--- src/rtl/hdmi_pkg.sv ---
// Shared constants and types for the HDMI audio sample packet path.
package hdmi_pkg;

    localparam logic [7:0]     HB0_AUDIO    = 8'h02;
    localparam int unsigned    IEC_FRAMES   = 192;
    localparam logic [191:0]   CS_L_DEFAULT = 192'h0202100004;
    localparam logic [191:0]   CS_R_DEFAULT = 192'h0202200004;

    // Subpacket layout: {Pr,Cr,Ur,Vr, Pl,Cl,Ul,Vl, R24, L24}
    localparam int unsigned    SUB_W     = 56;
    localparam int unsigned    SUB_L_LSB = 0;
    localparam int unsigned    SUB_R_LSB = 24;
    localparam int unsigned    SUB_VL    = 48;
    localparam int unsigned    SUB_UL    = 49;
    localparam int unsigned    SUB_CL    = 50;
    localparam int unsigned    SUB_PL    = 51;
    localparam int unsigned    SUB_VR    = 52;
    localparam int unsigned    SUB_UR    = 53;
    localparam int unsigned    SUB_CR    = 54;
    localparam int unsigned    SUB_PR    = 55;

    typedef enum logic [1:0] {
        StIdle,
        StBuild,
        StDone
    } pkt_state_e;

    function automatic logic [23:0] left_justify(input logic [23:0] s, input int unsigned w);
        return s << (24 - w);
    endfunction

endpackage

--- src/rtl/hdmi_audio_subpkt.sv ---
// Combinational formatter: one stereo sample plus frame index into a 56-bit subpacket.
module hdmi_audio_subpkt
    import hdmi_pkg::*;
#(
    parameter int unsigned  SAMPLE_W = 16,
    parameter logic [191:0] CS_L     = CS_L_DEFAULT,
    parameter logic [191:0] CS_R     = CS_R_DEFAULT
) (
    input  logic [SAMPLE_W-1:0] lsample,
    input  logic [SAMPLE_W-1:0] rsample,
    input  logic [7:0]          csb,
    output logic [SUB_W-1:0]    subpkt
);

    logic [23:0] l24;
    logic [23:0] r24;
    logic        cl;
    logic        cr;

    always_comb begin
        l24 = left_justify(24'(lsample), SAMPLE_W);
        r24 = left_justify(24'(rsample), SAMPLE_W);
        cl  = CS_L[csb];
        cr  = CS_R[csb];

        // U and V are always zero, so parity covers only the sample and C.
        subpkt                     = '0;
        subpkt[SUB_L_LSB +: 24]    = l24;
        subpkt[SUB_R_LSB +: 24]    = r24;
        subpkt[SUB_VL]             = 1'b0;
        subpkt[SUB_UL]             = 1'b0;
        subpkt[SUB_CL]             = cl;
        subpkt[SUB_PL]             = (^l24) ^ cl;
        subpkt[SUB_VR]             = 1'b0;
        subpkt[SUB_UR]             = 1'b0;
        subpkt[SUB_CR]             = cr;
        subpkt[SUB_PR]             = (^r24) ^ cr;
    end

endmodule

--- src/rtl/hdmi_audio_packetizer.sv ---
// Stereo PCM FIFO plus packet builder producing HDMI Audio Sample Packets on request.
module hdmi_audio_packetizer
    import hdmi_pkg::*;
#(
    parameter int unsigned  DEPTH    = 8,
    parameter int unsigned  SAMPLE_W = 16,
    parameter int unsigned  SP       = 2,
    parameter logic [191:0] CS_L     = CS_L_DEFAULT,
    parameter logic [191:0] CS_R     = CS_R_DEFAULT
) (
    input  logic                      clk,
    input  logic                      rst_n,
    input  logic                      in_valid,
    output logic                      in_ready,
    input  logic [2*SAMPLE_W-1:0]     in_data,
    input  logic                      flush,
    input  logic                      pkt_req,
    output logic                      pkt_valid,
    output logic [23:0]               pkt_hdr,
    output logic [SUB_W*SP-1:0]       pkt_sub,
    output logic [$clog2(DEPTH):0]    level
);

    localparam int unsigned PW = $clog2(DEPTH);
    localparam int unsigned LW = PW + 1;
    localparam int unsigned DW = 2 * SAMPLE_W;

    logic [DW-1:0]       mem [DEPTH];
    logic [PW-1:0]       wptr_q, wptr_d;
    logic [PW-1:0]       rptr_q, rptr_d;
    logic [LW-1:0]       level_q, level_d;
    logic [7:0]          csb_q, csb_d;
    pkt_state_e          state_q, state_d;
    logic [2:0]          slot_q, slot_d;
    logic [3:0]          present_q, present_d;
    logic [3:0]          bflag_q, bflag_d;
    logic [SUB_W*SP-1:0] stage_q, stage_d;
    logic [23:0]         hdr_q, hdr_d;
    logic [SUB_W*SP-1:0] sub_q, sub_d;
    logic                valid_q, valid_d;

    logic                push;
    logic                pop;
    logic [DW-1:0]       head;
    logic [SUB_W-1:0]    slot_sub;

    assign in_ready  = (level_q != LW'(DEPTH));
    assign push      = in_valid && in_ready && !flush;
    assign pop       = (state_q == StBuild) && (level_q != '0) && !flush;
    assign head      = mem[rptr_q];

    assign pkt_valid = valid_q;
    assign pkt_hdr   = hdr_q;
    assign pkt_sub   = sub_q;
    assign level     = level_q;

    hdmi_audio_subpkt #(
        .SAMPLE_W (SAMPLE_W),
        .CS_L     (CS_L),
        .CS_R     (CS_R)
    ) u_subpkt (
        .lsample (head[SAMPLE_W-1:0]),
        .rsample (head[DW-1:SAMPLE_W]),
        .csb     (csb_q),
        .subpkt  (slot_sub)
    );

    always_ff @(posedge clk) begin
        if (push) begin
            mem[wptr_q] <= in_data;
        end
    end

    always_comb begin
        wptr_d    = wptr_q;
        rptr_d    = rptr_q;
        level_d   = level_q;
        csb_d     = csb_q;
        state_d   = state_q;
        slot_d    = slot_q;
        present_d = present_q;
        bflag_d   = bflag_q;
        stage_d   = stage_q;
        hdr_d     = hdr_q;
        sub_d     = sub_q;
        valid_d   = 1'b0;

        if (push) begin
            wptr_d = wptr_q + PW'(1);
        end
        if (pop) begin
            rptr_d = rptr_q + PW'(1);
            csb_d  = (csb_q == 8'(IEC_FRAMES - 1)) ? 8'd0 : csb_q + 8'd1;
        end
        unique case ({push, pop})
            2'b10:   level_d = level_q + LW'(1);
            2'b01:   level_d = level_q - LW'(1);
            default: level_d = level_q;
        endcase

        unique case (state_q)
            StIdle: begin
                if (pkt_req) begin
                    state_d   = StBuild;
                    slot_d    = 3'd0;
                    present_d = 4'd0;
                    bflag_d   = 4'd0;
                    stage_d   = '0;
                end
            end
            StBuild: begin
                if (pop) begin
                    for (int k = 0; k < int'(SP); k++) begin
                        if (slot_q == 3'(k)) begin
                            stage_d[k*SUB_W +: SUB_W] = slot_sub;
                            present_d[k]              = 1'b1;
                            bflag_d[k]                = (csb_q == 8'd0);
                        end
                    end
                end
                slot_d = slot_q + 3'd1;
                // Outputs are loaded on entry to DONE so pkt_valid lands in the DONE cycle.
                if (slot_q == 3'(SP - 1)) begin
                    state_d = StDone;
                    valid_d = 1'b1;
                    hdr_d   = {bflag_d, 4'h0, 4'h0, present_d,
                               (present_d != 4'd0) ? HB0_AUDIO : 8'h00};
                    sub_d   = stage_d;
                end
            end
            StDone: begin
                state_d = StIdle;
            end
            default: begin
                state_d = StIdle;
            end
        endcase

        if (flush) begin
            wptr_d  = '0;
            rptr_d  = '0;
            level_d = '0;
            csb_d   = 8'd0;
            state_d = StIdle;
            valid_d = 1'b0;
            hdr_d   = hdr_q;
            sub_d   = sub_q;
        end
    end

    always_ff @(posedge clk or negedge rst_n) begin
        if (!rst_n) begin
            wptr_q    <= '0;
            rptr_q    <= '0;
            level_q   <= '0;
            csb_q     <= 8'd0;
            state_q   <= StIdle;
            slot_q    <= 3'd0;
            present_q <= 4'd0;
            bflag_q   <= 4'd0;
            stage_q   <= '0;
            hdr_q     <= '0;
            sub_q     <= '0;
            valid_q   <= 1'b0;
        end else begin
            wptr_q    <= wptr_d;
            rptr_q    <= rptr_d;
            level_q   <= level_d;
            csb_q     <= csb_d;
            state_q   <= state_d;
            slot_q    <= slot_d;
            present_q <= present_d;
            bflag_q   <= bflag_d;
            stage_q   <= stage_d;
            hdr_q     <= hdr_d;
            sub_q     <= sub_d;
            valid_q   <= valid_d;
        end
    end

endmodule

--- config.mk ---
export PLATFORM = sky130hd
export DESIGN_NAME = hdmi_audio_packetizer
export DESIGN_NICKNAME = d
export VERILOG_FILES = /design/src/rtl/hdmi_pkg.sv /design/src/rtl/hdmi_audio_subpkt.sv /design/src/rtl/hdmi_audio_packetizer.sv
export SDC_FILE = /design/constraint.sdc
export NUM_CORES = 1
export LEC_CHECK = 0
export BUFFER_PORTS_ARGS = -buffer_cell sky130_fd_sc_hd__buf_2
export CAP_MARGIN = 20
export CELL_PAD_IN_SITES_DETAIL_PLACEMENT = 1
export CELL_PAD_IN_SITES_GLOBAL_PLACEMENT = 1
export CORE_ASPECT_RATIO = 2
export CORE_UTILIZATION = 40
export CTS_CLUSTER_SIZE = 30
export DETAILED_ROUTE_END_ITERATION = 8
export GPL_TIMING_DRIVEN = 1
export PLACE_DENSITY = 0.64
export SYNTH_ARGS = -nofsm -noshare
export SYNTH_HDL_FRONTEND = slang
export SYNTH_SLANG_ARGS = --single-unit
export TNS_END_PERCENT = 20
--- constraint.sdc ---
create_clock -name clk -period 5.47 [get_ports clk]
set_clock_uncertainty 0.05 [all_clocks]
set_input_delay 0.2735 -clock clk [delete_from_list [all_inputs] [get_ports clk]]
set_output_delay 0.2735 -clock clk [all_outputs]
set_load 0.1 [all_outputs]
==> results.ini <==
[run_status]
outcome = complete, no violations

[worst_setup_path]
cp.depth = 8
cp_max_fo = 36
ff2ff_path_depth = 8
cp_common_cell = xnor2_1
path_class = reg -> reg
path_buf_inv = 1
crit_arrival_ns = 3.94
start_kind = register
crit_family = multiplexers
endpoint_kind = register
slowest_stage = dfrtp_4
cp.required_ns = 5.89
crit_path_cell_trace = buf_12 > mux4_2 > mux2i_1 > xnor2_1 > xnor2_1 > xnor2_1 > xnor3_1 > o31ai_2
cpPeakStageDelay_ns = 0.85

[finish]
drive_gt1_frac = 0.211
regArea_um2 = 14100
final_cell_area_um2 = 23800
fin_nets = 1654
synthToLayoutAreaGrowth_pct = 16.8
fill_cells = 5129
postLayoutCoreUtil = 0.474
multiInputGateArea_um2 = 5850

[global_route]
grt_pass1_vias = 12900
grt_pass1_wl_um = 77200
grt_max_degree = 189
grt.overflow.total = 0
groute.usage.overall = 0.197
antenna_found_initial = 3

[floorplanning]
core_um2 = 50200
die_y_um = 321
fp.dieW_um = 162
rows = 116
ios = 179
die-area_um2 = 51900
start_util = 0.406

[clock_network]
root_buffer = clkbuf_16
h-tree-depth = 2
clk_latency_ns = 0.58
cts_buffers = 46
clock_path_buffers = 3
clk_pin_slew_ns = 0.07
cts.sinks = 513
cts_tree = done

[place]
dpl_worst_slack_ns = 1.90
io_buffer_count = 159
dpl_cell_area_um2 = 21800
dp_hpwl_um = 31200
place.gp.congestion = 0.739

[yosys]
yosys_warnings = 0
synth_ff_type = dfrtp_1
synth_edf_count = 256
syn_inst = 1430
ys_async_sr_fraction = 0.501
synth-seq-cells = 513
avgSynthCellArea_um2 = 14.2
synth_cell_types = 53
yosysSeqAreaShare = 0.693
syn_area_um2 = 20400

[routing]
drt-initial-drc-count = 716
routed_wl_um = 49300
wl_per_cell_um = 21.5
vias = 11900
routed_via_density = 5.20
route.detailed.drc = 0
ant_nets = 0
first_pass_iters = 6

[timing]
tightest_slew_ns = 0.992
maxSlewViolCount = 0
rsz0062_at_grt = false
fin_ws_ns = 1.95
finalSetupViolations = 0
fin_crit_sh = 0.644
period_needed_ns = 3.52
maxSlewHeadroom = 0.339
whs_ns = 0.102
finalHoldViolations = 0
max_freq_ghz = 0.284

[pwr]
ir_drop_uv = 376
power_mw = 11.6
power_density_nw_per_um2 = 488
power.leakage_nw = 9.83

[hold_path]
hp-class = in -> reg
hold_path_depth = 2

[run]
drv_cap = 0

## timing repair
item | 4_1_cts | 5_1_grt
gates resized for setup | 0 | 0
buffers inserted | 0 | 0
endpoints found under the hold margin | 365 | 0
setup endpoints to repair | 0 | 0
hold buffers | 33 | 0
## path summary, 6_finish.rpt
kind / slack, ns / end / from
min reg2reg: 0.43 / stage_q[68]$_DFFE_PN0P_ / stage_q[68]$_DFFE_PN0P_
min in group asynchronous: 0.29 / pkt_sub[93]$_DFFE_PN0P_ / rst_n
min: 0.10 / level[0]$_DFFE_PN0P_ / flush
max in group asynchronous: 3.72 / pkt_sub[61]$_DFFE_PN0P_ / rst_n
max: 1.95 / pkt_sub[51]$_DFFE_PN0P_ / rptr_q[0]$_DFFE_PN0P_
max reg2reg: 1.95 / pkt_sub[51]$_DFFE_PN0P_ / rptr_q[0]$_DFFE_PN0P_
## report_power, final
group / total [mW] / internal (mW) / switching, mW
combinational: 3.49 / 0.868 / 2.62
sequential: 4.66 / 4.39 / 0.270
clock: 3.47 / 2.02 / 1.45
## cells by family after synthesis
| kind of cell | synth area share |
|---|---|
| buffers and inverters | 0.0268 |
| AOI/OAI and AO/OA | 0.0856 |
| muxes | 0.0915 |
| other | 0.000184 |
| DFF | 0.693 |
| and+or+nand+nor | 0.0749 |
| xor gates and xnor gates | 0.0211 |
| adders and majority gates | 0.00676 |
## metal layers
layer / vias up / routed length, um / GRT usage
li1: 5464 / - / -
met1: 6185 / 20100 / 0.238
met2: 230 / 26300 / 0.361
met3: 66 / 1570 / 0.0242
met4: 0 / 1270 / 0.0606
met5: - / 0 / 0
## cells in the final DEF, fill, tap and decap left out, drive strengths merged, types with 24 or more instances in the layout
master       netlist  routed
and2              41      41
o21ai            149     149
a21o              44      44
a21oi             64      64
nand2            186     186
clkbuf            66      63
dlygate4sd3        0      33
buf               38     181
mux2i             36      36
mux4              64      64
nor2              86      86
xnor2             26      26
a22o              24      24
dfrtp            257     257
edfxtp           256     256
## sequential cells by signal (all words and copies together), names as in the netlist
name / cells
mem: 256
pkt_sub: 112
stage_q: 112
csb_q: 8
pkt_hdr: 5
level: 4
rptr_q: 3
slot_q: 3
wptr_q: 3
bflag_q: 2
present_q: 2
state_q: 2
pkt_valid: 1
## cell usage after synthesis, types with 2 or more instances
library cell  number  area, um2
a21o_1            44        330
a21oi_1           64        320
a22o_1            24        210
a22oi_1            2       15.0
a31oi_1            6       37.5
and2_1            40        250
and3_1             3       18.8
buf_1              3       11.3
buf_2              8       40.0
buf_4             22        165
buf_6              5       56.3
clkbuf_1          66        248
dfrtp_1          257       6430
edfxtp_1         256       7690
ha_1              11        138
inv_1              7       26.3
mux2i_1           32        320
mux2i_4            4       90.1
mux4_2            64       1440
nand2_1          186        698
nand2b_1           3       18.8
nand3_1            4       20.0
nand3b_1           3       22.5
nand4_1            2       12.5
nand4b_1           3       26.3
nor2_1            86        323
nor2b_1            3       18.8
nor3_1             7       35.0
nor4_1             2       12.5
o21a_1             2       15.0
o21ai_0           51        255
o21ai_1           98        490
xnor2_1           25        219
xnor3_1            2       45.0
xor2_1            17        149
## layout make-up
cell class,count,share of cell area
diodes,3,0.000316
clock buffers,63,0.0549
clock inverters,22,0.0136
inverters,7,0.00110
multi-input cells,824,0.246
flip-flops and latches,513,0.594
well taps,649,0.0341
repair buffers,214,0.0563
## per-stage QoR
stage                     TNS [ns]  std cells
final                            0       2295
after global routing             0       2295
after CTS                        0       2292
after detailed placement         0       2174
after global placement           0       2174
after floorplan             -22.60       1448
Note: power is estimated with default switching activity, not from simulation.
